File: src/rtl/cpu_ctrl_pkg.sv
// Shared encodings for the CPU run/debug sequencer: state codes, host command
// codes and default widths.
package cpu_ctrl_pkg;

  localparam int PC_W_DEF       = 8;
  localparam int CYC_W_DEF      = 16;
  localparam int RST_CYCLES_DEF = 2;

  typedef enum logic [2:0] {
    ST_RSTSEQ = 3'd0,
    ST_HALTED = 3'd1,
    ST_RUN    = 3'd2,
    ST_STEP   = 3'd3
  } state_e;

  typedef enum logic [1:0] {
    CMD_RUN     = 2'd0,
    CMD_STEP    = 2'd1,
    CMD_HALT    = 2'd2,
    CMD_RESTART = 2'd3
  } cmd_e;

endpackage

File: src/rtl/sat_counter.sv
// Up-counter that sticks at all-ones; synchronous clear wins over enable.
module sat_counter #(
  parameter int W = 8
) (
  input  logic         clk,
  input  logic         rst,
  input  logic         en,
  input  logic         clr,
  output logic [W-1:0] q
);

  localparam logic [W-1:0] MAX_VAL = '1;

  logic [W-1:0] cnt_q;
  logic [W-1:0] cnt_d;

  always_comb begin
    cnt_d = cnt_q;
    if (clr) begin
      cnt_d = '0;
    end else if (en && (cnt_q != MAX_VAL)) begin
      cnt_d = cnt_q + 1'b1;
    end
  end

  always_ff @(posedge clk or posedge rst) begin
    if (rst) begin
      cnt_q <= '0;
    end else begin
      cnt_q <= cnt_d;
    end
  end

  assign q = cnt_q;

endmodule

File: src/rtl/cpu_run_ctrl.sv
// Run/debug sequencer: owns the core's reset and clock-enable, takes host
// RUN/STEP/HALT/RESTART commands and stops on breakpoints or HALT instructions.
module cpu_run_ctrl
  import cpu_ctrl_pkg::*;
#(
  parameter int PC_W       = PC_W_DEF,
  parameter int CYC_W      = CYC_W_DEF,
  parameter int RST_CYCLES = RST_CYCLES_DEF
) (
  input  logic             CLK,
  input  logic             RESET,
  // Command handshake: a command takes effect only on a cycle where
  // CMD_VALID & CMD_READY; otherwise it is dropped and the host must hold it.
  input  logic             CMD_VALID,
  input  logic [1:0]       CMD,
  output logic             CMD_READY,
  input  logic             BP_EN,
  input  logic [PC_W-1:0]  BP_ADDR,
  input  logic [PC_W-1:0]  PC,
  input  logic             HALT_INST,
  output logic             CPU_RST,
  output logic             CPU_CE,
  output logic             EN_L,
  output logic [2:0]       STATE,
  output logic [CYC_W-1:0] CYC_CNT,
  output logic             BP_HIT,
  output logic             DONE
);

  localparam int RST_W = (RST_CYCLES < 2) ? 1 : $clog2(RST_CYCLES + 1);
  localparam logic [RST_W-1:0] RST_LAST = RST_W'(RST_CYCLES - 1);

  state_e state_q, state_d;
  logic   skip_q, skip_d;
  logic   bp_hit_q, bp_hit_d;
  logic   done_q, done_d;

  logic             cmd_ready;
  logic             cpu_ce;
  logic             cyc_clr;
  logic             cmd_fire;
  logic             bp_match;
  cmd_e             cmd;
  logic [RST_W-1:0] rst_cnt;
  logic [CYC_W-1:0] cyc_cnt;

  assign cmd      = cmd_e'(CMD);
  assign cmd_fire = CMD_VALID && cmd_ready;
  // skip suppresses the breakpoint on the first RUN cycle so a resume at
  // the breakpoint PC executes that instruction.
  assign bp_match = BP_EN && (PC == BP_ADDR) && !skip_q;

  always_comb begin
    state_d   = state_q;
    skip_d    = skip_q;
    bp_hit_d  = bp_hit_q;
    done_d    = done_q;
    cmd_ready = 1'b0;
    cpu_ce    = 1'b0;
    cyc_clr   = 1'b0;
    case (state_q)
      ST_RSTSEQ: begin
        cpu_ce = 1'b1;
        if (rst_cnt == RST_LAST) state_d = ST_HALTED;
      end
      ST_HALTED: begin
        cmd_ready = 1'b1;
        if (cmd_fire) begin
          case (cmd)
            CMD_RUN: begin
              state_d  = ST_RUN;
              skip_d   = 1'b1;
              bp_hit_d = 1'b0;
            end
            CMD_STEP: begin
              state_d  = ST_STEP;
              bp_hit_d = 1'b0;
            end
            CMD_RESTART: begin
              state_d  = ST_RSTSEQ;
              cyc_clr  = 1'b1;
              done_d   = 1'b0;
              bp_hit_d = 1'b0;
            end
            default: ;
          endcase
        end
      end
      ST_RUN: begin
        cmd_ready = 1'b1;
        cpu_ce    = !(bp_match || HALT_INST);
        skip_d    = 1'b0;
        if (cmd_fire && (cmd == CMD_RESTART)) begin
          state_d  = ST_RSTSEQ;
          cyc_clr  = 1'b1;
          done_d   = 1'b0;
          bp_hit_d = 1'b0;
        end else if (bp_match) begin
          state_d  = ST_HALTED;
          bp_hit_d = 1'b1;
        end else if (HALT_INST) begin
          state_d = ST_HALTED;
          done_d  = 1'b1;
        end else if (cmd_fire && (cmd == CMD_HALT)) begin
          state_d = ST_HALTED;
        end
      end
      ST_STEP: begin
        cpu_ce  = 1'b1;
        state_d = ST_HALTED;
        if (HALT_INST) done_d = 1'b1;
      end
      default: state_d = ST_RSTSEQ;
    endcase
  end

  always_ff @(posedge CLK or posedge RESET) begin
    if (RESET) begin
      state_q  <= ST_RSTSEQ;
      skip_q   <= 1'b0;
      bp_hit_q <= 1'b0;
      done_q   <= 1'b0;
    end else begin
      state_q  <= state_d;
      skip_q   <= skip_d;
      bp_hit_q <= bp_hit_d;
      done_q   <= done_d;
    end
  end

  // Counts clocks spent in the reset sequence; zeroed whenever outside it.
  sat_counter #(.W(RST_W)) u_rst_cnt (
    .clk (CLK),
    .rst (RESET),
    .en  (state_q == ST_RSTSEQ),
    .clr (state_q != ST_RSTSEQ),
    .q   (rst_cnt)
  );

  sat_counter #(.W(CYC_W)) u_cyc_cnt (
    .clk (CLK),
    .rst (RESET),
    .en  (cpu_ce && (state_q != ST_RSTSEQ)),
    .clr (cyc_clr),
    .q   (cyc_cnt)
  );

  assign CMD_READY = cmd_ready;
  assign CPU_CE    = cpu_ce;
  assign CPU_RST   = (state_q == ST_RSTSEQ);
  assign EN_L      = (state_q != ST_RSTSEQ);
  assign STATE     = state_q;
  assign CYC_CNT   = cyc_cnt;
  assign BP_HIT    = bp_hit_q;
  assign DONE      = done_q;

endmodule
File: config.mk
export PLATFORM = sky130hd
export DESIGN_NAME = cpu_run_ctrl
export DESIGN_NICKNAME = d
export VERILOG_FILES = /design/src/rtl/cpu_ctrl_pkg.sv /design/src/rtl/sat_counter.sv /design/src/rtl/cpu_run_ctrl.sv
export SDC_FILE = /design/constraint.sdc
export NUM_CORES = 1
export LEC_CHECK = 0
export CAP_MARGIN = 0
export CORE_ASPECT_RATIO = 0.75
export CORE_MARGIN = 2
export CORE_UTILIZATION = 40
export DETAILED_ROUTE_END_ITERATION = 8
export PLACE_DENSITY = 0.72
export SETUP_SLACK_MARGIN = 0.4
export SLEW_MARGIN = 20
export SYNTH_ARGS = -nofsm -noshare
export SYNTH_HDL_FRONTEND = slang
export SYNTH_SLANG_ARGS = --single-unit
export TNS_END_PERCENT = 20
File: constraint.sdc
create_clock -name CLK -period 1.9 [get_ports CLK]
set_input_delay 0.285 -clock CLK [delete_from_list [all_inputs] [get_ports CLK]]
set_output_delay 0.285 -clock CLK [all_outputs]
set_load 0.005 [all_outputs]
# Word level (Yosys, flattened, before mapping)
# Cells that the tools add are included.
[word_totals] regBits=24 inputBits=23 out_inout_bits=25 wordCells=84
[op_classes] add_sub_neg=2 eq_ne=19 mux=32 reduce_logical=25
[op_table] cell="16-bit 2-to-1 mux" n=2
[op_table] cell="3-bit 2-to-1 mux" n=6
[op_table] cell="16-bit by 1-bit adder with 16-bit output (second input constant)" n=1
[op_table] cell="16-bit inequality test (second input constant)" n=1
[op_table] cell="1-bit 2-to-1 mux" n=15
[op_table] cell="3-bit case mux with 4 select lines" n=1
[op_table] cell="4-bit AND reduction" n=3
[op_table] cell="2-bit inequality test (second input constant)" n=5
[op_table] cell="3-bit case mux with 3 select lines" n=1
[op_table] cell="8-bit equality test" n=1
[op_table] cell="1-bit logical AND" n=8
[op_table] cell="1-bit case mux with 2 select lines" n=4
[op_table] cell="3-bit by 2-bit equality test with 1-bit output (second input constant)" n=2
[op_table] cell="3-bit inequality test (second input constant)" n=2
[op_table] cell="2-bit nonzero test" n=3
[op_table] cell="3-bit nonzero test" n=2
[op_table] cell="5-bit inequality test (second input constant)" n=1
[op_table] cell="2-bit by 1-bit equality test with 1-bit output (second input constant)" n=2
[op_table] cell="2-bit equality test (second input constant)" n=2
[op_table] cell="2-bit 2-to-1 mux" n=2
[op_table] cell="4-bit by 2-bit inequality test with 1-bit output (second input constant)" n=1
[op_table] cell="2-bit OR reduction" n=2
[op_table] cell="3-bit by 1-bit equality test with 1-bit output (second input constant)" n=1
[op_table] cell="3-bit zero test" n=1
[op_table] cell="8 further kinds" n=9

# Logic depth before layout (Yosys ltp)
# Gate-level depths: netlist of the first run.
[logic_depth] depth_word=10 ltp_mapped=8

# By module
# From an unflattened synthesis of the first run, not the netlist that was laid out.
[unflattened] cells_unflattened=179 area_unflattened_um2=1602.8
[by_module_without_submodules] module="sat_counter at u_cyc_cnt" n_inst=1 cells_each=101 area_per_inst_um2=932.1
[by_module_without_submodules] module="cpu_run_ctrl" n_inst=1 cells_each=67 area_per_inst_um2=543.0
[by_module_without_submodules] module="sat_counter at u_rst_cnt" n_inst=1 cells_each=11 area_per_inst_um2=127.6

# Worst setup path after synthesis of the first run
# No wires, ideal clock.
[synth_timing] kind="register to register" from="register state_q[0] (netlist: STATE[0])" to="register u_cyc_cnt.cnt_q[5] (netlist: u_cyc_cnt.q[5])" setup_time_ns=0.078 arrival_ns=1.836 required_ns=1.822 setup_slack_ns=-0.014 path_stages_with_launch=8 cell_sequence="dfrtp_1 > inv_1 > ha_1 > nand2b_1 > a21oi_2 > nand3_2 > or4_1 > a21oi_1"
[synth_between] elab_chain_cells=8
[synth_rtl] item="start, declared" line_no="cpu_run_ctrl.sv:33" text="state_e state_q, state_d;"
[synth_rtl] item="start signal, assigned" line_no="cpu_run_ctrl.sv:124" text="state_q <= state_d;"
[synth_rtl] item="3-bit by 2-bit equality test with 1-bit output / 3-bit by 1-bit equality test with 1-bit output (equally long branches)" line_no="cpu_run_ctrl.sv:61" text="case (state_q)"
[synth_rtl] item="2-bit OR reduction (no source line)"
[synth_rtl] item="1-bit 2-to-1 mux" line_no="cpu_run_ctrl.sv:61"
[synth_rtl] item="1-bit logical AND" line_no="cpu_run_ctrl.sv:48" text="assign cmd_fire = CMD_VALID && cmd_ready;"
[synth_rtl] item="1-bit logical AND" line_no="cpu_run_ctrl.sv:93" text="if (cmd_fire && (cmd == CMD_RESTART)) begin"
[synth_rtl] item="1-bit 2-to-1 mux" line_no="cpu_run_ctrl.sv:93"
[synth_rtl] item="1-bit case mux with 2 select lines" line_no="cpu_run_ctrl.sv:61"
[synth_rtl] item="16-bit 2-to-1 mux / 2-bit nonzero test (equally long branches)"
[synth_rtl] item="end signal, assigned" line_no="sat_counter.sv:30" text="cnt_q <= cnt_d;"
[synth_rtl] item="end, declared" line_no="sat_counter.sv:14" text="logic [W-1:0] cnt_q;"
# Several ways; a longest one is shown, not always the timed one.
# A chain may end at the register's enable or synchronous reset.

# Worst setup path after layout of the first run
[layout_timing] from="register u_cyc_cnt.cnt_q[3] (netlist: u_cyc_cnt.q[3])" to="register u_cyc_cnt.cnt_q[15] (netlist: u_cyc_cnt.q[15])"
[layout_between] elab_chain_cells=3
[layout_rtl] item="16-bit by 1-bit adder with 16-bit output / 16-bit inequality test (equally long branches)" line_no="sat_counter.sv:22, sat_counter.sv:21"
[layout_rtl] item="16-bit 2-to-1 mux / 1-bit logical AND (equally long branches)" line_no="sat_counter.sv:21" text="end else if (en && (cnt_q != MAX_VAL)) begin"
[layout_rtl] item="16-bit 2-to-1 mux / 2-bit nonzero test (equally long branches)"
# Several ways; a longest one is shown, not always the timed one. The select of a mux whose other input is x is not followed.

==> flow_summary.json, run 1 <==
{
  "layout.nets": 289,
  "final_cell_mix": "buf_4 (30), dlymetal6s2s_1 (23), dfrtp_1 (22), clkdlybuf4s50_1 (20), nand2_1 (19)",
  "diodes": 0,
  "die_x_um": 73.6,
  "drc": 0,
  "hpwl_um": 3150,
  "wl_met1_um": 2150,
  "die_h_um": 56.2,
  "grt_usage_pct": 23.6,
  "fin_ws_ns": 0.0208,
  "grt_pass1_vias": 1654,
  "fillers": 215,
  "period_minus_slack_ns": 1.88,
  "rsz0062_at_grt": "yes",
  "hold_buffers": 0,
  "start_kind": "flip-flop",
  "fin_total_pwr_w": 0.00299,
  "ys_seq_elements": 23,
  "wl_um": 5180,
  "synth.largest_area_cell": "dfrtp_1",
  "firstDrtPassIters": 5,
  "dr_total_vias": 1738,
  "hold_viol": 0,
  "seqPwrFrac_pct": 22.1,
  "layout-drive-gt1-share_pct": 31.8,
  "highest_layer": "met4",
  "status": "completed",
  "grt_max_degree": 15,
  "final-setup-viol-count": 0,
  "synth_nets": 199,
  "place_area_mm2": 0.00218,
  "comb_power_share_pct": 66.9,
  "overflow": 0,
  "place.gp.congestion": 0.906,
  "clockBufferDepth": 2,
  "cts_tree": "done",
  "clk_transition_reported_paths_ns": 0.09,
  "clock_skew_ns": 0.00405,
  "synth_area_leaders": "dfrtp_1 (40%), xor2_1 (7.2%), a21oi_1 (6.2%), ha_1 (6.0%), nand2_1 (5.2%)",
  "leakage_nw": 1.38,
  "rr_startpoint": "u_cyc_cnt.q[3]",
  "fp.dieArea_mm2": 0.00414,
  "clk_latency_ns": 0.27,
  "clock_power_share_pct": 11.0,
  "drv_cap": 0,
  "crit_path_start": "u_cyc_cnt.q[3]",
  "cp.required_ns": 2.11,
  "tns_ns": 0,
  "core_area_mm2": 0.00338,
  "grt_pass1_wl_um": 7580,
  "irDropWorstVdd_mv": 0.714,
  "intPower_w": 0.00176,
  "ff2ff_setup_slack_ns": 0.02,
  "post-place-ws_ns": -0.354,
  "root_buffer": "clkbuf_8",
  "worstPathArrival_ns": 2.09,
  "max_freq_ghz": 0.532,
  "cts_buffers": 3,
  "final_area_mm2": 0.00260,
  "portBuffers": 46,
  "layout_commonest_cell": "buf_4",
  "cp-endpoint": "u_cyc_cnt.q[15]",
  "grt_antenna_before_repair": 0,
  "syn_area_per_cell_um2": 8.60,
  "reg2reg_depth": 7,
  "drt_first_iter_violations": 176,
  "ys_types": 35,
  "avgViaCountPerCell": 5.83,
  "syn2layout_area_growth_pct": 78.8,
  "met2_length_um": 2470,
  "htreeDepth": 1,
  "hold_path.class": "in -> async",
  "ant_nets": 0,
  "crit_path_end_kind": "flip-flop",
  "worst-path-max-fanout": 5,
  "initial_core_util_pct": 43.0,
  "fin_util_pct": 77.0,
  "ys_seq_area_share_pct": 39.6,
  "report.final.slew_viol_count": 0,
  "seq_area_um2": 577,
  "avgRoutedWirePerCell_um": 17.4,
  "rows": 18,
  "p_per_area_mw_per_mm2": 1150,
  "yosys_warnings": 0,
  "cts_sinks": 23,
  "worstReg2RegEnd": "u_cyc_cnt.q[15]",
  "swShare_pct": 41.1,
  "fin_crit_sh_pct": 98.9,
  "synth_top_area_share_pct": 39.6,
  "crit_type": "reg -> reg",
  "dr_wl_met3_um": 449,
  "io_pins": 48,
  "syn-instance-count": 169,
  "syn_area_mm2": 0.00145,
  "p_sw_w": 0.00123,
  "multiInputGateArea_mm2": 0.00103
}
## registers in the layout, indices dropped and copies added (netlist names)
name and count:
BP_HIT 1, u_cyc_cnt.q 16, DONE 1, STATE 2, u_rst_cnt.q 2, skip_q 1
## area by class of cell
cell class                      instances  area share (%)
Clock buffer                            3            1.59
Multi-Input combinational cell        138            39.7
Clock inverter                          1           0.289
Tap cell                               40            1.92
Inverter                                7            1.11
Timing Repair Buffer                   86            33.3
Sequential cell                        23            22.2
## cell families (layout without fill, tap and decap cells)
family / count (synthesis) / after routing / share of synthesized area, %
and+or+nand+nor: 74 / 77 / 26.8
DFF: 23 / 23 / 39.6
adders and majority gates: 7 / 7 / 6.02
AOI/OAI and AO/OA: 40 / 40 / 16.3
buffers and inverters: 11 / 97 / 3.18
other: 1 / 1 / 0.258
xor gates and xnor gates: 12 / 12 / 7.23
muxes: 1 / 1 / 0.688
## cell usage after synthesis
library cell,instances
dfrtp_1,23
nand2_1,20
a21oi_1,18
nor2_1,14
o21ai_0,14
xor2_1,12
or3_1,9
nand3_1,8
ha_1,7
inv_1,7
nand4_1,6
nand2b_1,4
a31oi_1,2
and2_1,2
clkbuf_1,2
nor3_1,2
a21oi_2,1
a31o_2,1
a31oi_4,1
and3_1,1
and3_4,1
and4_4,1
buf_2,1
buf_4,1
conb_1,1
mux2i_1,1
nand3_2,1
nand4_2,1
nor4_1,1
o221ai_1,1
o31ai_1,1
o41ai_1,1
or2_2,1
or3b_1,1
or4_1,1
## worst max-delay path, stage by stage, from the launching register on
cell     delay [ns]
dfrtp_1        0.41
and4_4         0.19
and3_4         0.19
a31oi_4        0.19
buf_6          0.15
nand4_4        0.14
or3b_4         0.41
a21oi_2        0.14
## per-layer routing
| layer | vias up | global-route usage, % |
|---|---|---|
| met3 | 15 | 6.52 |
| met1 | 826 | 28.8 |
| met4 | 0 | 7.01 |
| met5 | - | 0 |
| li1 | 790 | - |
| met2 | 107 | 40.2 |
## stage by stage
stage | hold WS [ns] | std cells
after floorplan | 0.287 | 169
after global placement | 0.455 | 276
after detailed placement | 0.465 | 276
after CTS | 0.312 | 295
after global routing | 0.321 | 298
final | 0.295 | 298
## power groups by stage
stage | combinational [W] | clock (W) | sequential (W)
after CTS | 0.00169 | 0.000326 | 0.000657
final | 0.00200 | 0.000330 | 0.000661
after global routing | 0.00214 | 0.000354 | 0.000673
after floorplan | 0.000740 | 0 | 0.000703
after detailed placement | 0.00139 | 0 | 0.000676
after global placement | 0.00135 | 0 | 0.000667
## worst min path at each step
stage           start               to  slack (ns)
2_1_floorplan   RESET           BP_HIT        0.29
3_3_place_gp   skip_q           skip_q        0.46
3_5_place_dp   skip_q           skip_q        0.46
4_1_cts         RESET  u_cyc_cnt.q[10]        0.31
5_1_grt         RESET   u_rst_cnt.q[1]        0.32
6_report        RESET   u_rst_cnt.q[0]        0.29
## timing repair
item,CTS,global route
cloned,3,0
setup buffers,12,3
setup endpoints to repair,37,42
resized for setup,19,56
pin swaps,12,22
(Power assumes the default switching activity.)
==> run 2, diff against run 1 <==
Settings changed: DONT_BUFFER_PORTS set to 1, PLACE_DENSITY 0.72 to 0.54.
==> run 2 against run 1 <==
Effect of this change: maximum frequency up 0.59%; largest cell class unchanged; utilization down 18 points; count of clock-buffer cells in the layout unchanged; clock skew down 0.0025 ns; cell area down 23%; die area unchanged; power down 19%; global-route usage down 4.1 points; sequential power about the same; combinational power down 28%; worst hold slack worse by 0.099 ns.
==> flow_summary.json, run 2 (synthesized netlist as in run 1, its figures left out) <==
{
  "status": "completed",
  "largest_reg_flops": 16,
  "fin_crit_sh_pct": 98.3,
  "cp.required_ns": 2.10,
  "portBuffers": 0,
  "grt_pass1_wl_um": 6170,
  "worst-path-max-fanout": 7,
  "max_freq_ghz": 0.535,
  "ff2ff_setup_slack_ns": 0.03,
  "drv_cap": 0,
  "layout-drive-gt1-share_pct": 35.0,
  "hpwl_um": 2740,
  "grt_max_degree": 15,
  "rsz0062_at_grt": "yes",
  "fp.dieArea_mm2": 0.00414,
  "layout_commonest_cell": "buf_4",
  "slowest_delay_ns": 0.40,
  "holdPathEnd": "skip_q",
  "wl_um": 3960,
  "diodes": 0,
  "die_h_um": 56.2,
  "fin_util_pct": 59.1,
  "avgViaCountPerCell": 5.71,
  "place.gp.congestion": 0.839,
  "start_kind": "flip-flop",
  "fillers": 296,
  "crit_path_end_kind": "flip-flop",
  "period_minus_slack_ns": 1.87,
  "slowest_stage": "dfrtp_1",
  "initial_core_util_pct": 43.0,
  "layout.nets": 237,
  "cts_sinks": 23,
  "reg2reg_depth": 8,
  "firstDrtPassIters": 6,
  "p_per_area_mw_per_mm2": 1210,
  "core_area_mm2": 0.00338,
  "fin_total_pwr_w": 0.00242,
  "ant_nets": 0,
  "cts_buffers": 3,
  "cp_cell_sequence": "inv_2, ha_4, nand4_1, buf_4, buf_6, nand4_4, or3b_1, a21oi_1",
  "syn2layout_area_growth_pct": 37.3,
  "rr_startpoint": "STATE[0]",
  "worstPathArrival_ns": 2.07,
  "avgRoutedWirePerCell_um": 16.1,
  "rows": 18,
  "clk_transition_reported_paths_ns": 0.08,
  "hold_path.class": "in -> reg",
  "grt_pass1_vias": 1276,
  "grt_antenna_before_repair": 0,
  "htreeDepth": 1,
  "irDropWorstVdd_mv": 0.726,
  "drt_first_iter_violations": 47,
  "clk_latency_ns": 0.27,
  "hold_viol": 0,
  "min_path_cells": 2,
  "grt_usage_pct": 19.5,
  "clock_skew_ns": 0.00160,
  "dr_total_vias": 1405,
  "crit_type": "reg -> reg",
  "final_cell_mix": "buf_4 (30), dfrtp_1 (22), nand2_1 (19), a21oi_1 (16)",
  "worstReg2RegEnd": "u_cyc_cnt.q[15]",
  "root_buffer": "clkbuf_8",
  "min_from": "CMD_VALID",
  "io_pins": 48,
  "overflow": 0,
  "cts_tree": "done",
  "final-setup-viol-count": 0,
  "die_x_um": 73.6,
  "leakage_nw": 0.838,
  "report.final.slew_viol_count": 0,
  "clockBufferDepth": 2,
  "drc": 0
}
[run 2: repair_timing]
item / in CTS / in global routing
buffers inserted: 10 / 1
hold buffers: 1 / 0
gates resized for setup: 5 / 24
pin swaps: 6 / 19
setup endpoints to repair: 20 / 21
endpoints found under the hold margin: 11 / 0
gates cloned: 1 / 0
[run 2: cell type report]
class                   count  area [um2]  area share (%)
well taps                  40        50.0            2.51
clock inverters             1        5.00           0.251
flip-flops and latches     23         577            28.9
clock buffers               3        41.3            2.07
inverters                   7        26.3            1.32
repair buffers             36         292            14.6
multi-input cells         136        1010            50.4
[run 2: through the flow]
stage,area [um2],setup WS [ns],hold slack [ns],setup TNS (ns),std cells
floorplan,1520,0.166,0.287,0,169
global placement,1720,0.0881,0.199,0,229
detailed placement,1720,0.0236,0.199,0,229
CTS,1880,0.0603,0.195,0,245
global route,2000,-0.0245,0.214,-0.0588,246
finish,2000,0.0318,0.196,0,246
[run 2: worst max path at each step]
stage	startpoint	endpoint	slack, ns	depth (start not counted)
2_1_floorplan	u_cyc_cnt.q[1]	u_cyc_cnt.q[5]	0.17	6
3_3_place_gp	STATE[0]	u_cyc_cnt.q[15]	0.09	7
3_5_place_dp	STATE[0]	u_cyc_cnt.q[5]	0.02	6
4_1_cts	STATE[0]	u_cyc_cnt.q[15]	0.06	8
5_1_grt	STATE[0]	u_cyc_cnt.q[15]	-0.02	8
6_report	STATE[0]	u_cyc_cnt.q[15]	0.03	8
[run 2: layer usage]
layer | GRT usage, % | vias up | share of wire (%)
met5 | 0 | - | 0
met4 | 3.38 | 0 | 0.55
met3 | 5.25 | 4 | 6.0
met2 | 30.0 | 53 | 44
met1 | 27.8 | 678 | 49
li1 | - | 670 | -
[run 2: worst max-delay path: cells and delay by family (launching register included)]
kind | cells | cell delay (ns)
buffers and inverters | 3 | 0.38
adder cells (fa/ha/maj) | 1 | 0.25
AO/OA/AOI/OAI | 1 | 0.13
flip-flops | 1 | 0.40
AND/OR/NAND/NOR | 3 | 0.64
[run 2: report_power, final]
part | internal (W) | leakage (nW) | total (W) | switching (W)
sequential | 0.000592 | 0.307 | 0.000660 | 0.0000677
clock | 0.000147 | 0.0255 | 0.000310 | 0.000163
combinational | 0.000672 | 0.506 | 0.00145 | 0.000778
==> run 3, diff against run 2 <==
Settings changed: CTS_CLUSTER_DIAMETER set to 60, CTS_CLUSTER_SIZE set to 25.
==> results of run 3 <==
Final layout, timing and power as in run 2 (identical DEF).
